**src/rtl/noc_bridge_vc.sv**
```systemverilog
// noc_bridge_vc: buffers flits from a router output port in a first-word
// fall-through FIFO and steers each packet, whole and in order, to one of
// NUM_CH sender channels. The header flit carries the channel number.
// Packets with an out-of-range channel are dropped, and so are flits that
// arrive outside a packet. Both cases are counted in drop_cnt.
//
// Handshake: a flit moves on a rising edge where valid && ready are both
// high on the same port. Once valid is high it stays high with the same
// flit until that transfer. The one exception is a header waiting in IDLE,
// which is withdrawn if the target channel's VCready goes low.
module noc_bridge_vc #(
  parameter int DATA_W    = 32,
  parameter int NUM_CH    = 4,
  parameter int DEPTH     = 8,
  parameter int SEL_LSB   = 0,
  parameter int VC_THRESH = 2
) (
  input  logic                     noc_clk,
  input  logic                     rst_n,
  input  logic                     Noc_receive_valid,
  output logic                     Noc_receive_ready,
  input  logic [DATA_W-1:0]        Noc_receive_flit,
  output logic                     Noc_receive_VCready,
  input  logic                     Noc_receive_is_header,
  input  logic                     Noc_receive_is_tail,
  output logic [NUM_CH-1:0]        Noc_sender_valid,
  input  logic [NUM_CH-1:0]        Noc_sender_ready,
  output logic [NUM_CH*DATA_W-1:0] Noc_sender_flit,
  input  logic [NUM_CH-1:0]        Noc_sender_VCready,
  output logic [NUM_CH-1:0]        Noc_sender_is_header,
  output logic [NUM_CH-1:0]        Noc_sender_is_tail,
  output logic [7:0]               drop_cnt,
  output logic [1:0]               dbg_state
);

  localparam int CH_W  = (NUM_CH > 1) ? $clog2(NUM_CH) : 1;
  localparam int PTR_W = $clog2(DEPTH);
  localparam int ENT_W = DATA_W + 2;
  localparam logic [PTR_W:0] DEPTH_C = (PTR_W+1)'(DEPTH);

  typedef enum logic [1:0] {
    IDLE = 2'd0,
    SEND = 2'd1,
    DROP = 2'd2
  } state_t;

  // Each FIFO entry is {is_header, is_tail, flit}.
  logic [ENT_W-1:0]  mem [DEPTH];
  logic [PTR_W-1:0]  wr_ptr;
  logic [PTR_W-1:0]  rd_ptr;
  logic [PTR_W:0]    count;
  logic [PTR_W:0]    free_cnt;
  logic              wr_en;
  logic              rd_en;
  logic              empty;

  logic [ENT_W-1:0]  head;
  logic [DATA_W-1:0] head_flit;
  logic              head_hdr;
  logic              head_tail;
  logic [CH_W-1:0]   sel;
  logic              sel_bad;

  state_t            state;
  state_t            state_nxt;
  logic [CH_W-1:0]   cur_ch;
  logic [CH_W-1:0]   ch_nxt;
  logic              drop_inc;
  logic [NUM_CH-1:0] valid_vec;

  assign empty     = (count == '0);
  assign free_cnt  = DEPTH_C - count;
  assign wr_en     = Noc_receive_valid && Noc_receive_ready;
  assign head      = mem[rd_ptr];
  assign head_hdr  = head[DATA_W+1];
  assign head_tail = head[DATA_W];
  assign head_flit = head[DATA_W-1:0];
  assign sel       = head_flit[SEL_LSB +: CH_W];
  assign sel_bad   = (int'(sel) >= NUM_CH);

  // Receive-side flow control comes straight from the count register, so a
  // slot freed by a read in a full cycle only reopens ready on the next one.
  assign Noc_receive_ready   = (count != DEPTH_C);
  assign Noc_receive_VCready = (int'(free_cnt) >= VC_THRESH);

  // FIFO storage; contents need no reset because count gates every use.
  always_ff @(posedge noc_clk) begin
    if (wr_en) begin
      mem[wr_ptr] <= {Noc_receive_is_header, Noc_receive_is_tail, Noc_receive_flit};
    end
  end

  // FIFO pointers and occupancy; pointers wrap modulo DEPTH.
  always_ff @(posedge noc_clk or negedge rst_n) begin
    if (!rst_n) begin
      wr_ptr <= '0;
      rd_ptr <= '0;
      count  <= '0;
    end else begin
      if (wr_en) wr_ptr <= wr_ptr + 1'b1;
      if (rd_en) rd_ptr <= rd_ptr + 1'b1;
      case ({wr_en, rd_en})
        2'b10:   count <= count + 1'b1;
        2'b01:   count <= count - 1'b1;
        default: count <= count;
      endcase
    end
  end

  // Steering state, locked channel and saturating drop counter.
  always_ff @(posedge noc_clk or negedge rst_n) begin
    if (!rst_n) begin
      state    <= IDLE;
      cur_ch   <= '0;
      drop_cnt <= '0;
    end else begin
      state  <= state_nxt;
      cur_ch <= ch_nxt;
      if (drop_inc && (drop_cnt != 8'hFF)) drop_cnt <= drop_cnt + 8'd1;
    end
  end

  // Next state, pops and per-channel valid from the FIFO head.
  always_comb begin
    state_nxt = state;
    ch_nxt    = cur_ch;
    rd_en     = 1'b0;
    drop_inc  = 1'b0;
    valid_vec = '0;
    case (state)
      IDLE: begin
        if (!empty) begin
          if (!head_hdr) begin
            // Flit outside any packet: discard it as a one-flit drop.
            rd_en    = 1'b1;
            drop_inc = 1'b1;
          end else if (sel_bad) begin
            rd_en    = 1'b1;
            drop_inc = 1'b1;
            if (!head_tail) state_nxt = DROP;
          end else begin
            // A new packet may only start on a channel that has VC space.
            for (int c = 0; c < NUM_CH; c++) begin
              if (int'(sel) == c) valid_vec[c] = Noc_sender_VCready[c];
            end
            if (|(valid_vec & Noc_sender_ready)) begin
              rd_en  = 1'b1;
              ch_nxt = sel;
              if (!head_tail) state_nxt = SEND;
            end
          end
        end
      end
      SEND: begin
        // Mid-packet the header flag is ignored; only the tail ends it.
        for (int c = 0; c < NUM_CH; c++) begin
          if (int'(cur_ch) == c) valid_vec[c] = !empty;
        end
        if (|(valid_vec & Noc_sender_ready)) begin
          rd_en = 1'b1;
          if (head_tail) state_nxt = IDLE;
        end
      end
      DROP: begin
        if (!empty) begin
          rd_en = 1'b1;
          if (head_tail) state_nxt = IDLE;
        end
      end
      default: state_nxt = IDLE;
    endcase
  end

  assign Noc_sender_valid     = valid_vec;
  assign Noc_sender_flit      = {NUM_CH{head_flit}};
  assign Noc_sender_is_header = valid_vec & {NUM_CH{head_hdr}};
  assign Noc_sender_is_tail   = valid_vec & {NUM_CH{head_tail}};
  assign dbg_state            = state;

endmodule
```
**config.mk**
```make
export PLATFORM = sky130hd
export DESIGN_NAME = noc_bridge_vc
export DESIGN_NICKNAME = d
export VERILOG_FILES = /design/src/rtl/noc_bridge_vc.sv
export SDC_FILE = /design/constraint.sdc
export NUM_CORES = 1
export LEC_CHECK = 0
export BUFFER_PORTS_ARGS = -buffer_cell sky130_fd_sc_hd__buf_2
export CORE_ASPECT_RATIO = 1.75
export CORE_MARGIN = 10
export CORE_UTILIZATION = 30
export CTS_CLUSTER_SIZE = 12
export DETAILED_ROUTE_END_ITERATION = 7
export PLACE_DENSITY = 0.54
export SLEW_MARGIN = 15
export SYNTH_ARGS = -nofsm -noshare
export SYNTH_HDL_FRONTEND = slang
export SYNTH_SLANG_ARGS = --single-unit
export TNS_END_PERCENT = 1
```
**constraint.sdc**
```tcl
create_clock -name noc_clk -period 5.35 [get_ports noc_clk]
set_input_delay 0.2675 -clock noc_clk [delete_from_list [all_inputs] [get_ports noc_clk]]
set_output_delay 0.2675 -clock noc_clk [all_outputs]
set_load 0.02 [all_outputs]
```
Word-level counts from Yosys, hierarchy flattened
Memory sizes are Yosys's and may differ from the RTL's.
Cells that the tools add are included.
{"block": "classes", "add_sub_neg": 6, "magnitude_cmp": 1, "n_eq_ne": 18, "mux": 47, "bitwise_logic": 5, "n_reduce_logical": 12}
{"operator": "$mux W1", "n": 34}
{"operator": "$and A4 B4 Y4", "n": 4}
{"operator": "$pmux W4 S2", "n": 2}
{"operator": "$mux W2", "n": 7}
{"operator": "$eq A2 B2 Y1 const B", "n": 6}
{"operator": "$ne A2 B2 Y1 const B", "n": 6}
{"operator": "$add A8 B1 Y8 const B", "n": 1}
{"operator": "$eq A2 B1 Y1 const B", "n": 4}
{"operator": "$mux W4", "n": 2}
{"operator": "$ne A8 B8 Y1 const B", "n": 1}
{"operator": "$reduce_or A4 Y1", "n": 2}
{"operator": "$add A3 B1 Y3 const B", "n": 2}
{"operator": "$logic_not A2 Y1", "n": 3}
{"operator": "$pmux W2 S3", "n": 1}
{"operator": "$reduce_and A6 Y1", "n": 1}
{"operator": "$add A4 B1 Y4 const B", "n": 1}
{"operator": "$ge A4 B2 Y1 const B", "n": 1}
{"operator": "$logic_not A4 Y1", "n": 1}
{"operator": "$ne A4 B4 Y1 const B", "n": 1}
{"operator": "$reduce_and A4 Y1", "n": 1}
{"operator": "$sub A4 B1 Y4 const B", "n": 1}
{"operator": "$sub A4 B4 Y4 const A", "n": 1}
{"operator": "$pmux W1 S3", "n": 1}
{"operator": "$logic_and A1 B1 Y1", "n": 2}
{"operator": "other kinds (3)", "n": 3}
{"block": "totals", "reg_bits": 22, "ram_bits": 272, "input_bits": 45, "wordCells": 96, "mem_count": 1}
{"name": "mem", "words": 8, "word_bits": 34, "rd": 1, "rd_ports_with_merged_regs": 0, "wr": 1, "line": "48", "source": "logic [ENT_W-1:0] mem [DEPTH];"}

Depth between registers and ports, before layout
Gate-level depths: netlist of run 1.
An unclocked memory read counts as a cell.
{"block": "depth", "word_depth": 14, "ltp_mapped": 14, "mapped_depth_nobuf": 14}

Worst setup path after synthesis of run 1
OpenSTA, ideal clock, no wires.
{"block": "synth_path", "path_type": "register to register", "startpoint": "register count[0]", "endpoint": "memory mem[0][0] (netlist name) (enable)", "setup_ns": 0.467, "arrival_time_ns": 3.859, "required_ns": 4.883, "setup_slack_ns": 1.024, "path_stages_with_launch": 8, "cell_sequence": "dfrtp_1 > inv_1 > ha_1 > nor2b_1 > nand2_1 > nand2_1 > or2_2 > nor3_1"}
{"block": "synth_via", "elab_chain_cells": 4}
{"element": "start, declared", "line": "51", "source": "logic [PTR_W:0] count;"}
{"element": "start signal, assigned", "line": "103", "source": "2'b10: count <= count + 1'b1;"}
{"element": "start signal, assigned", "line": "104", "source": "2'b01: count <= count - 1'b1;"}
{"element": "start signal, assigned", "line": "105", "source": "default: count <= count;"}
{"element": "$ne A4 B4 Y1", "line": "83", "source": "assign Noc_receive_ready = (count != DEPTH_C);"}
{"element": "via Noc_receive_ready", "line": "21", "source": "output logic Noc_receive_ready,"}
{"element": "$logic_and A1 B1 Y1", "line": "73", "source": "assign wr_en = Noc_receive_valid && Noc_receive_ready;"}
{"element": "$mux W1", "line": "88", "source": "if (wr_en) begin"}
{"element": "$mux W1 (not written as such)", "line": "89", "source": "mem[wr_ptr] <= {Noc_receive_is_header, Noc_receive_is_tail, Noc_receive_flit};"}
{"element": "end, declared", "line": "48"}
The timed path passes the listed nets, and every way through them passes these cells.

Final worst setup path of run 1
{"block": "layout_path", "startpoint": "register rd_ptr[0]", "endpoint": "output Noc_sender_is_tail[3]"}
{"block": "layout_via", "elab_chain_cells": 10}
{"element": "start, declared", "line": "50", "source": "logic [PTR_W-1:0] rd_ptr;"}
{"element": "start signal, assigned", "line": "101", "source": "if (rd_en) rd_ptr <= rd_ptr + 1'b1;"}
{"element": "$mem_v2 Z8 W34 *"}
{"element": "$eq A2 B1 Y1", "line": "144", "source": "if (int'(sel) == c) valid_vec[c] = Noc_sender_VCready[c];"}
{"element": "$mux W1", "line": "144"}
{"element": "$mux W1", "line": "133", "source": "if (!head_hdr) begin"}
{"element": "$mux W1", "line": "132", "source": "if (!empty) begin"}
{"element": "$mux W1", "line": "130", "source": "case (state)"}
{"element": "$mux W4", "line": "133"}
{"element": "$mux W4", "line": "132"}
{"element": "$pmux W4 S2", "line": "130"}
{"element": "$and A4 B4 Y4 *", "line": "177", "source": "assign Noc_sender_is_tail = valid_vec & {NUM_CH{head_tail}};"}
{"element": "end, declared", "line": "31", "source": "output logic [NUM_CH-1:0] Noc_sender_is_tail,"}
Mark *: on every way between the ends. The rest lies on a longest branch, timed or not. The select of a mux whose other input is x is not followed.

==> parameters.txt, run 1 <==
Parameter                              Value

Worst setup path
  Worst setup path class    reg -> out
  Chain of cells forming the critical path    buf_4, mux4_2, mux2i_1, inv_1, and2_1, buf_2
  Maximum cell stage delay along the critical path    0.83 ns
  R2R Setup Slk    1.65 ns
  Startpoint class of the critical path    flop
  Required time of the worst setup path    5.08 ns
  Maximum net fanout on the critical path    48
  Capturing element type of the critical path    primary output
  CP max-delay cell    buf_4
  WP data arrival    3.72 ns

Drt
  Total number of vias    5938
  Routed WL    roughly 26 mm
  Drt via density    4.39
  Post-DR wirelength/cell    a little under 20 um
  Router iterations before antenna repair    5
  Count of nets left with antenna violations after detail routing    0
  Remaining design rule violation count    0
  DRT iter0 DRCs    around 400

Floorplan
  Number of rows in the core area    98
  Die X    173 um
  Top-level port count    around 200
  Initial Utilization    0.302
  Core region area    40600 um^2
  Die span in y    287 um
  Area enclosed by the die boundary    49700 um^2

Global route
  Pin count of the biggest net entering global routing    54
  Layer with the highest usage    met2
  First-pass GRT wire length    40.5 mm
  Number of global-route vias before repair    6655
  Global-route met3 utilization    0.0171
  Initial antenna violation count    3
  Met2 track demand over resource in global routing    0.208
  Overall track demand over capacity in global routing    0.105
  Total congestion overflow after global routing    0
  Met1 track demand over resource in global routing    0.108

Timing
  Worst slew pin tran    1.06 ns
  Final hold vios    0
  Final period utilization    0.746
  RSZ-0062 raised after global routing    no
  Relative max-transition margin    0.295
  Final Max Slew Viols    0
  Max Clk Rate    250 MHz
  Total negative slack    0 ns
  Final setup slack of the worst path    1.36 ns
  Crit path time final    3.99 ns
  Worst Hold Slack    0.0131 ns
  Count of endpoints failing setup in the final report    0
  Post-route clock skew    0.0151 ns

Clocking
  Clock tree from TritonCTS    done
  Max clock buf depth    3
  Root buffer cell    clkbuf_16
  TritonCTS buffer count    28
  TritonCTS Sinks    293
  Clock network latency to the later pin of the worst-skew pair    0.55 ns
  Post-CTS Setup Repair Bufs    0
  Number of instances resized during post-cts repair    0
  Clock transition at the registers of the reported paths    around 0.070 ns
  H-tree depth reported by CTS    1
  Number of buffers inserted for hold repair after clock tree synthesis    30

Synth
  Post-synthesis cell type with the largest combined area    edfxtp_1
  Synthesis Warnings    0
  Number of different library cells in the post-synthesis netlist    40
  Count of state elements after synthesis    approximately 300
  Top FF cell, synth    edfxtp_1
  Cell area after synthesis    between 10000 and 15000 um^2
  Share of synthesized registers carrying an async set or reset    0.0717
  Post-Synthesis Cells    around 640
  Avg Inst Size Synth    between 15 and 20 um^2
  Net count of the mapped netlist    about 700
  Sequential area share after synthesis    0.709
  Top-area cell type share of the netlist area    0.666
  Cell types with the largest area share after synthesis    edfxtp_1 67%, mux4_2 12%, buf_4 5.9%
  Number of flops mapped to enable cells by yosys    272

Finish
  Net count, final    847
  Fraction of final layout cells sized beyond drive strength 1    0.441
  Layout filler cell count    3824
  Register area    8700 um^2
  Area taken by multi-input logic gates    between 2000 and 3000 um^2
  Area Growth Syn to Fin    17.0%
  Diodes inserted    0
  Top library cells by usage in the layout, fill and taps aside    272 x edfxtp_1, 195 x buf_2, 68 x mux4_2, 32 x mux2_2, 30 x dlygate4sd3_1
  Most common library cell in the layout ignoring fill and taps    edfxtp_1

Placement
  Half-perimeter wire length after placement    17.5 mm
  IO Port Bufs    195
  Post-placement worst setup slack    around 1.5 ns
  Last weighted congestion value of the routability-driven placer    0.734

Status
  Result of the run    completed

Pwr
  Cell leakage power    just over 0.005 uW
  Peak ir drop on the vdd network    0.345 mV
  Cell Pwr Density    644 nW/um^2

Job
  MaxCap Viol Count    0

Hold path
  Type of the worst min-delay path    in -> reg
worst max-delay path: cells and delay by family, from the launching register on:
kind | cells | cell delay, ns
buf+inv | 3 | 1.09
flops | 1 | 0.72
mux | 2 | 1.11
simple gates | 1 | 0.18
final timing paths:
check | start | cells past startpoint | end
max in group asynchronous | rst_n | 2 | rd_ptr[1]
worst min register to register | drop_cnt[6] | 1 | drop_cnt[6]
worst max register to register | rd_ptr[0] | 12 | count[3]
worst max-delay path | rd_ptr[0] | 6 | Noc_sender_is_tail[3]
min in group asynchronous | rst_n | 2 | drop_cnt[3]
worst min-delay path | Noc_receive_flit[20] | 1 | mem[5][20]
kinds of logic (layout without fill, tap and decap cells):
kind of cell	Yosys count	in the layout	synth area share
flip-flops	293	293	0.709
other	1	1	0.000306
AND/OR/NAND/NOR	65	65	0.0243
adder cells (fa/ha/maj)	9	9	0.00980
XOR/XNOR	15	15	0.0107
AO/OA/AOI/OAI	17	17	0.00928
multiplexers	111	111	0.166
buffers and inverters	130	292	0.0710
power breakdown:
| group | switching, uW | internal [uW] |
|---|---|---|
| combinational | 2710 | 1630 |
| clock | 776 | 976 |
| sequential | 235 | 2910 |
per-layer routing:
layer,part of all wire,routed length (um)
met5,0.00053,14
met4,0.019,512
met1,0.36,9420
met3,0.041,1090
met2,0.58,15500
Yosys cell counts, types with 7 or more instances:
master / n
edfxtp_1: 272
buf_4: 97
mux4_2: 68
mux2_2: 32
dfrtp_1: 21
nand2_1: 21
nor2_1: 16
inv_1: 13
xnor2_1: 10
buf_2: 9
ha_1: 8
mux2i_1: 8
nand3_1: 7
flip-flops by register name, indices dropped and copies added (netlist names):
register	flops
mem	272
drop_cnt	8
count	4
rd_ptr	3
wr_ptr	3
cur_ch	2
dbg_state	1
final cells by class:
| class | count | area share |
|---|---|---|
| timing repair buffer | 238 | 0.0958 |
| clock inverter | 1 | 0.000611 |
| multi-input combinational | 218 | 0.192 |
| sequential | 293 | 0.607 |
| tap | 550 | 0.0480 |
| inverter | 14 | 0.00366 |
| clock buffer | 39 | 0.0532 |
through the flow:
stage,instance area [um^2],power [uW],std cells,util
3_5_place_dp,13300,7660,1283,0.327
2_1_floorplan,12300,6960,641,-
6_report,14300,9240,1353,0.353
5_1_grt,14300,9780,1353,0.353
3_3_place_gp,13300,7640,1283,0.327
4_1_cts,14300,9450,1353,0.353
(Power assumes the default switching activity.)
==> inputs of run 2 (changes only) <==
clock period = 3.7 ns   (was 5.35 ns; I/O delays follow)
==> run 2 against run 1 <==
Against the previous run: hold slack gained 0.093 ns; clock power is 45% higher; flip-flop and latch count is the same; critical endpoint unchanged; register-to-register slack got worse by 1.3 ns; cell area is 1.2% higher; clock skew shrank 0.0034 ns; via count grew 1.1%; largest cell class unchanged.
==> parameters.txt, run 2 (synthesized netlist as in run 1, its figures left out) <==
Parameter                              Value

Drt
  Remaining design rule violation count    0
  Routed WL    roughly 27 mm
  Count of nets left with antenna violations after detail routing    0
  DRT iter0 DRCs    319
  Drt via density    4.39
  Total number of vias    6002
  Router iterations before antenna repair    4
  Post-DR wirelength/cell    19.5 um

Pwr
  Sw Pwr    5390 uW
  Peak ir drop on the vdd network    0.417 mV
  Cell leakage power    0.00512 uW
  Clock network fraction of design power    0.188
  Cell Pwr Density    roughly 930 nW/um^2
  Sequential cell fraction of total power    0.334
  Internal power component    8050 uW
  Fraction of power spent switching nets    0.401
  Combinational Power Share    0.478

Timing
  Total negative slack    0 ns
  Worst slew pin tran    between 0.9 and 1 ns
  Crit path time final    about 3.4 ns
  Final Max Slew Viols    0
  Final period utilization    0.920
  Post-route clock skew    0.0117 ns
  RSZ-0062 raised after global routing    no
  Relative max-transition margin    0.371
  Max Clk Rate    294 MHz
  Final hold vios    0
  Count of endpoints failing setup in the final report    0

Floorplan
  Die span in y    287 um
  Area enclosed by the die boundary    49700 um^2
  Number of rows in the core area    just under 100
  Top-level port count    ~200
  Die X    173 um
  Initial Utilization    0.302
  Core region area    40600 um^2

Placement
  Half-perimeter wire length after placement    17.2 mm
  Post-detailed-placement cell area    13400 um^2
  Last weighted congestion value of the routability-driven placer    0.770
  IO Port Bufs    roughly 200

Finish
  Area Growth Syn to Fin    18.3%
  Final core utilization    0.358
  Layout filler cell count    3811
  Final design area excluding fillers    14500 um^2
  Net count, final    856
  Max reg flops    roughly 270
  Top Registers    mem: 272 flops, drop_cnt: 8 flops, count: 4 flops
  Fraction of final layout cells sized beyond drive strength 1    0.437
  Register containing the most flip-flops in the final layout    mem
  Top library cells by usage in the layout, fill and taps aside    272 x edfxtp_1, 195 x buf_2, 68 x mux4_2, 36 x dlygate4sd3_1, 32 x mux2_2
  Most common library cell in the layout ignoring fill and taps    edfxtp_1

Clocking
  TritonCTS buffer count    28
  Max clock buf depth    3
  Clock tree from TritonCTS    done
  Root buffer cell    clkbuf_16
  Clock transition at the registers of the reported paths    0.06 ns
  Clock network latency to the later pin of the worst-skew pair    0.54 ns
  H-tree depth reported by CTS    1
  TritonCTS Sinks    293

Status
  Result of the run    completed

Worst setup path
  WP data arrival    3.22 ns
  CP max-delay cell    mux4_2
  Startpoint class of the critical path    flop
  Maximum net fanout on the critical path    34
  Capturing element type of the critical path    primary output
  Chain of cells forming the critical path    buf_6, buf_8, mux4_2, mux2i_1, buf_4, inv_1, and2_1, buf_2
  Required time of the worst setup path    3.51 ns
  Maximum cell stage delay along the critical path    0.56 ns
  Worst setup path class    reg -> out

Global route
  Pin count of the biggest net entering global routing    63
  Initial antenna violation count    3
  First-pass GRT wire length    ~40 mm
  Overall track demand over capacity in global routing    0.105
  Number of global-route vias before repair    6668
  Total congestion overflow after global routing    0

Hold path
  Type of the worst min-delay path    in -> reg

Job
  MaxCap Viol Count    0
==> run 2: cell types whose count changed in the layout (fill, tap and decap cells not counted), sizes merged <==
cell | before | now
buf | 208 | 211
clkbuf | 39 | 41
diode | 0 | 2
dlygate4sd3 | 30 | 36
==> run 2: repair_timing <==
item                                    CTS  global route
endpoints found under the setup margin   60             2
gates resized for setup                   2             2
endpoints found under the hold margin   294             0
buffers inserted                          0             0
gates cloned                              0             0
hold buffers                             36             0
==> run 2: worst paths after layout <==
check                               startpoint                     to  slack, ns  cells after the start
min in group asynchronous                rst_n            drop_cnt[1]       0.16                      2
min reg2reg                        drop_cnt[6]            drop_cnt[6]       0.51                      1
max reg2reg                          rd_ptr[0]               count[3]       0.37                     13
min                        Noc_sender_ready[1]              cur_ch[1]       0.11                      6
max in group asynchronous                rst_n              rd_ptr[1]       3.15                      2
max                                  rd_ptr[0]  Noc_sender_is_tail[3]       0.29                      8
==> run 2: power groups by stage <==
| stage | clock network, uW | logic, uW | registers (uW) |
|---|---|---|---|
| 6_report | 2530 | 6430 | 4490 |
| 5_1_grt | 2740 | 6950 | 4550 |
| 4_1_cts | 2610 | 6640 | 4500 |
| 3_5_place_dp | 0 | 6590 | 4560 |
| 3_3_place_gp | 0 | 6570 | 4540 |
| 2_1_floorplan | 0 | 5580 | 4490 |
==> run 2: metrics by stage <==
step,total power [uW],hold slack (ns),setup WS (ns),std cells
after floorplan,10100,-0.111,-0.336,641
after global placement,11100,0.197,0.316,1286
after detailed placement,11200,0.195,0.327,1286
after CTS,13800,0.0747,0.107,1364
after global routing,14200,0.117,0.0511,1366
final,13400,0.106,0.295,1366
==> run 2: worst max-delay path: cells and delay by family (launching register included) <==
kind,cells,cell delay (ns)
buf+inv,5,1.24
mux,2,0.71
flops,1,0.52
simple gates,1,0.15
==> run 2: layer usage <==
metal,part of all wire,track usage,vias to the layer above
li1,-,-,2719
met1,0.37,0.112,3123
met2,0.57,0.206,133
met3,0.039,0.0181,25
met4,0.018,0.0335,2
met5,0.00026,0,-
==> run 2: layout make-up <==
class / instances / area, um^2 / share of cell area
Inverter: 14 / 52.6 / 0.00362
Multi-Input combinational cell: 218 / 2760 / 0.190
Clock inverter: 1 / 3.75 / 0.000259
Sequential cell: 293 / 8700 / 0.600
Tap cell: 550 / 688 / 0.0474
Antenna cell: 2 / 5.00 / 0.000345
Timing Repair Buffer: 247 / 1530 / 0.105
Clock buffer: 41 / 771 / 0.0531
==> inputs of run 3 (changes only) <==
ABC_AREA = 1   (was not set)
GPL_ROUTABILITY_DRIVEN = 0   (was not set)
==> run 3 against run 2 <==
Against the previous run: hold slack lost 0.068 ns; largest power group unchanged; critical path type unchanged; non-clock buffer count grew 2; area after synthesis grew 3.0%; sequential power shrank 1%; count of clock-buffer cells in the layout grew 1; critical endpoint is now Noc_sender_flit[3].
==> parameters.txt, run 3 <==
Parameter                              Value

Timing
  Post-route clock skew    approximately 0.019 ns
  Final Max Slew Viols    0
  Final period utilization    0.924
  Total negative slack    0 ns
  Final setup slack of the worst path    0.279 ns
  Max Clk Rate    292 MHz
  Count of endpoints failing setup in the final report    0
  RSZ-0062 raised after global routing    no
  Final hold vios    0
  Worst slew pin tran    0.875 ns
  Worst Hold Slack    about 0.038 ns
  Crit path time final    3.42 ns
  Relative max-transition margin    0.417

Placement
  Post-placement worst setup slack    0.518 ns
  Post-Place Cells    1686
  IO Port Bufs    195
  Half-perimeter wire length after placement    19.0 mm

Finish
  Fraction of final layout cells sized beyond drive strength 1    0.226
  Layout filler cell count    4077
  Top Registers    mem: 272 flops, drop_cnt: 8 flops, count: 4 flops
  Register containing the most flip-flops in the final layout    mem
  Most common library cell in the layout ignoring fill and taps    edfxtp_1
  Area Growth Syn to Fin    16.8%
  Register area    8700 um^2
  Top library cells by usage in the layout, fill and taps aside    272 x edfxtp_1, 243 x nor2_1, 195 x buf_2, 126 x o21ai_0, 58 x nand2_1
  Area taken by multi-input logic gates    2890 um^2
  Number of cells in the finished layout apart from fillers    1770
  Max reg flops    272
  Net count, final    1252

Global route
  Pin count of the biggest net entering global routing    between 90 and 100
  First-pass GRT wire length    47.1 mm
  Overall track demand over capacity in global routing    0.117
  Initial antenna violation count    3
  Total congestion overflow after global routing    0
  Number of global-route vias before repair    8206

Clocking
  Clock tree from TritonCTS    done
  Max clock buf depth    3
  H-tree depth reported by CTS    1
  TritonCTS Sinks    293
  TritonCTS buffer count    29
  Clock transition at the registers of the reported paths    0.07 ns
  Clock network latency to the later pin of the worst-skew pair    around 0.56 ns
  Root buffer cell    clkbuf_16

Worst setup path
  Capturing element type of the critical path    primary output
  Chain of cells forming the critical path    inv_4, buf_4, o21ai_0, o22ai_1, nor2_1, a31oi_1, buf_2
  Maximum net fanout on the critical path    90
  Startpoint class of the critical path    flop
  CP max-delay cell    buf_4
  Number of buffers and inverters on the critical path    3
  Required time of the worst setup path    3.51 ns
  Cell family with most CP delay    buffers and inverters
  WP data arrival    3.24 ns
  Maximum cell stage delay along the critical path    between 0.6 and 0.7 ns
  Worst setup path class    reg -> out

Synth
  Top-area cell type share of the netlist area    0.647
  Cell area after synthesis    12600 um^2
  Most common cell in the synthesized netlist    edfxtp_1
  Number of different library cells in the post-synthesis netlist    36
  Net count of the mapped netlist    roughly 1100
  Post-Synthesis Cells    1067
  Synthesis Warnings    0
  Avg Inst Size Synth    approximately 12 um^2
  Post-synthesis cell type with the largest combined area    edfxtp_1
  Post-synth top cells    272 x edfxtp_1, 251 x nor2_1, 126 x o21ai_0
  Top FF cell, synth    edfxtp_1
  Count of state elements after synthesis    293
  Share of synthesized registers carrying an async set or reset    0.0717
  Sequential area share after synthesis    0.688
  Number of flops mapped to enable cells by yosys    272
  Cell types with the largest area share after synthesis    edfxtp_1 65%, nor2_1 7.5%, buf_4 5.9%

Job
  MaxCap Viol Count    0

Status
  Result of the run    completed

Drt
  Drt via density    ~4.6
  Router iterations before antenna repair    4
  Post-DR wirelength/cell    17.5 um
  DRT iter0 DRCs    323
  Routed WL    about 31 mm
  Total number of vias    8105
  Count of nets left with antenna violations after detail routing    0
  Remaining design rule violation count    0

Floorplan
  Top-level port count    197
  Area enclosed by the die boundary    51000 um^2
  Die span in y    291 um
  Die X    175 um
  Initial Utilization    0.304
  Core region area    between 40000 and 50000 um^2
  Number of rows in the core area    99

Pwr
  Cell Pwr Density    a little under 1000 nW/um^2
  Clock network fraction of design power    0.189
  Fraction of power spent switching nets    0.455
  Sequential cell fraction of total power    0.313
  Cell leakage power    0.00545 uW
  Internal power component    7730 uW
  Sw Pwr    6460 uW
  Peak ir drop on the vdd network    0.522 mV
  Combinational Power Share    0.498

Hold path
  Type of the worst min-delay path    in -> reg
## run 3: cell types whose count changed after synthesis, sizes merged, moves of 10 or more
cell / before / now
nand3: 7 / 25
mux2i: 10 / 0
inv: 14 / 39
mux4: 68 / 0
o22ai: 0 / 32
a31oi: 0 / 30
mux2: 33 / 3
nor2: 16 / 252
clkbuf: 3 / 29
nand2: 21 / 61
o21ai: 5 / 135
## run 3: power groups by stage
stage                     logic (uW)  clock network [uW]  registers, uW
after floorplan                 5970                   0           4470
after global placement          7200                   0           4500
after detailed placement        7230                   0           4510
after CTS                       7280                2770           4440
after global routing            7780                2890           4490
final                           7070                2680           4440
## run 3: final timing paths
path	start	depth (start not counted)	end	slack, ns
worst max register to register	rd_ptr[0]	21	count[3]	0.54
worst min register to register	count[0]	1	count[0]	0.48
max in group asynchronous	rst_n	2	rd_ptr[0]	3.17
worst max-delay path	rd_ptr[0]	7	Noc_sender_flit[3]	0.28
worst min-delay path	Noc_sender_ready[1]	6	dbg_state[0]	0.04
min in group asynchronous	rst_n	2	wr_ptr[2]	0.13
## run 3: cell families (layout without fill, tap and decap cells)
group,count (synthesis),count (layout),share of synthesized area
and+or+nand+nor,352,352,0.111
DFF,293,293,0.688
AOI/OAI and AO/OA,207,207,0.0912
buffers and inverters,188,334,0.0879
xor gates and xnor gates,14,14,0.00971
adders and majority gates,9,9,0.00951
muxes,3,3,0.00267
other,1,3,0.000297
## run 3: final cells by class
cell class	count	area share
multi-input cells	586	0.196
flip-flops and latches	293	0.590
clock inverters	4	0.00322
well taps	555	0.0471
diodes	2	0.000339
repair buffers	249	0.101
inverters	39	0.0101
clock buffers	42	0.0532
## run 3: worst register-to-register path, cell delays in order, from the launching register on
cell	delay [ns]
dfrtp_4	0.57
inv_4	0.20
nand2_1	0.08
nand3_1	0.08
nand3_1	0.09
nand2_2	0.16
inv_2	0.08
nand4_1	0.07
nand2_1	0.08
nor2_1	0.12
nand2_1	0.12
nand2_1	0.13
inv_1	0.06
ha_1	0.21
ha_1	0.33
nand2_1	0.08
nor2_1	0.04
a211oi_1	0.23
nor2_1	0.07
nor2_1	0.08
nand2_1	0.06
xor2_1	0.13
## run 3: repair_timing
item / in CTS / in global routing
setup buffers: 0 / 0
endpoints found under the hold margin: 294 / 0
hold buffers: 36 / 0
gates resized for setup: 0 / 0
setup endpoints to repair: 0 / 0
## run 3: routing by layer
layer	vias to the layer above	GRT usage	routed length, um
li1	3914	-	-
met1	3960	0.123	11700
met2	182	0.228	17100
met3	47	0.0201	1360
met4	2	0.0398	725
met5	-	0	13
## run 3: through the flow
step	utilization	instance area, um^2	total power, uW
finish	0.354	14800	14200
floorplan	-	12600	10400
CTS	0.354	14700	14500
global route	0.354	14800	15200
detailed placement	0.326	13600	11700
global placement	0.326	13600	11700
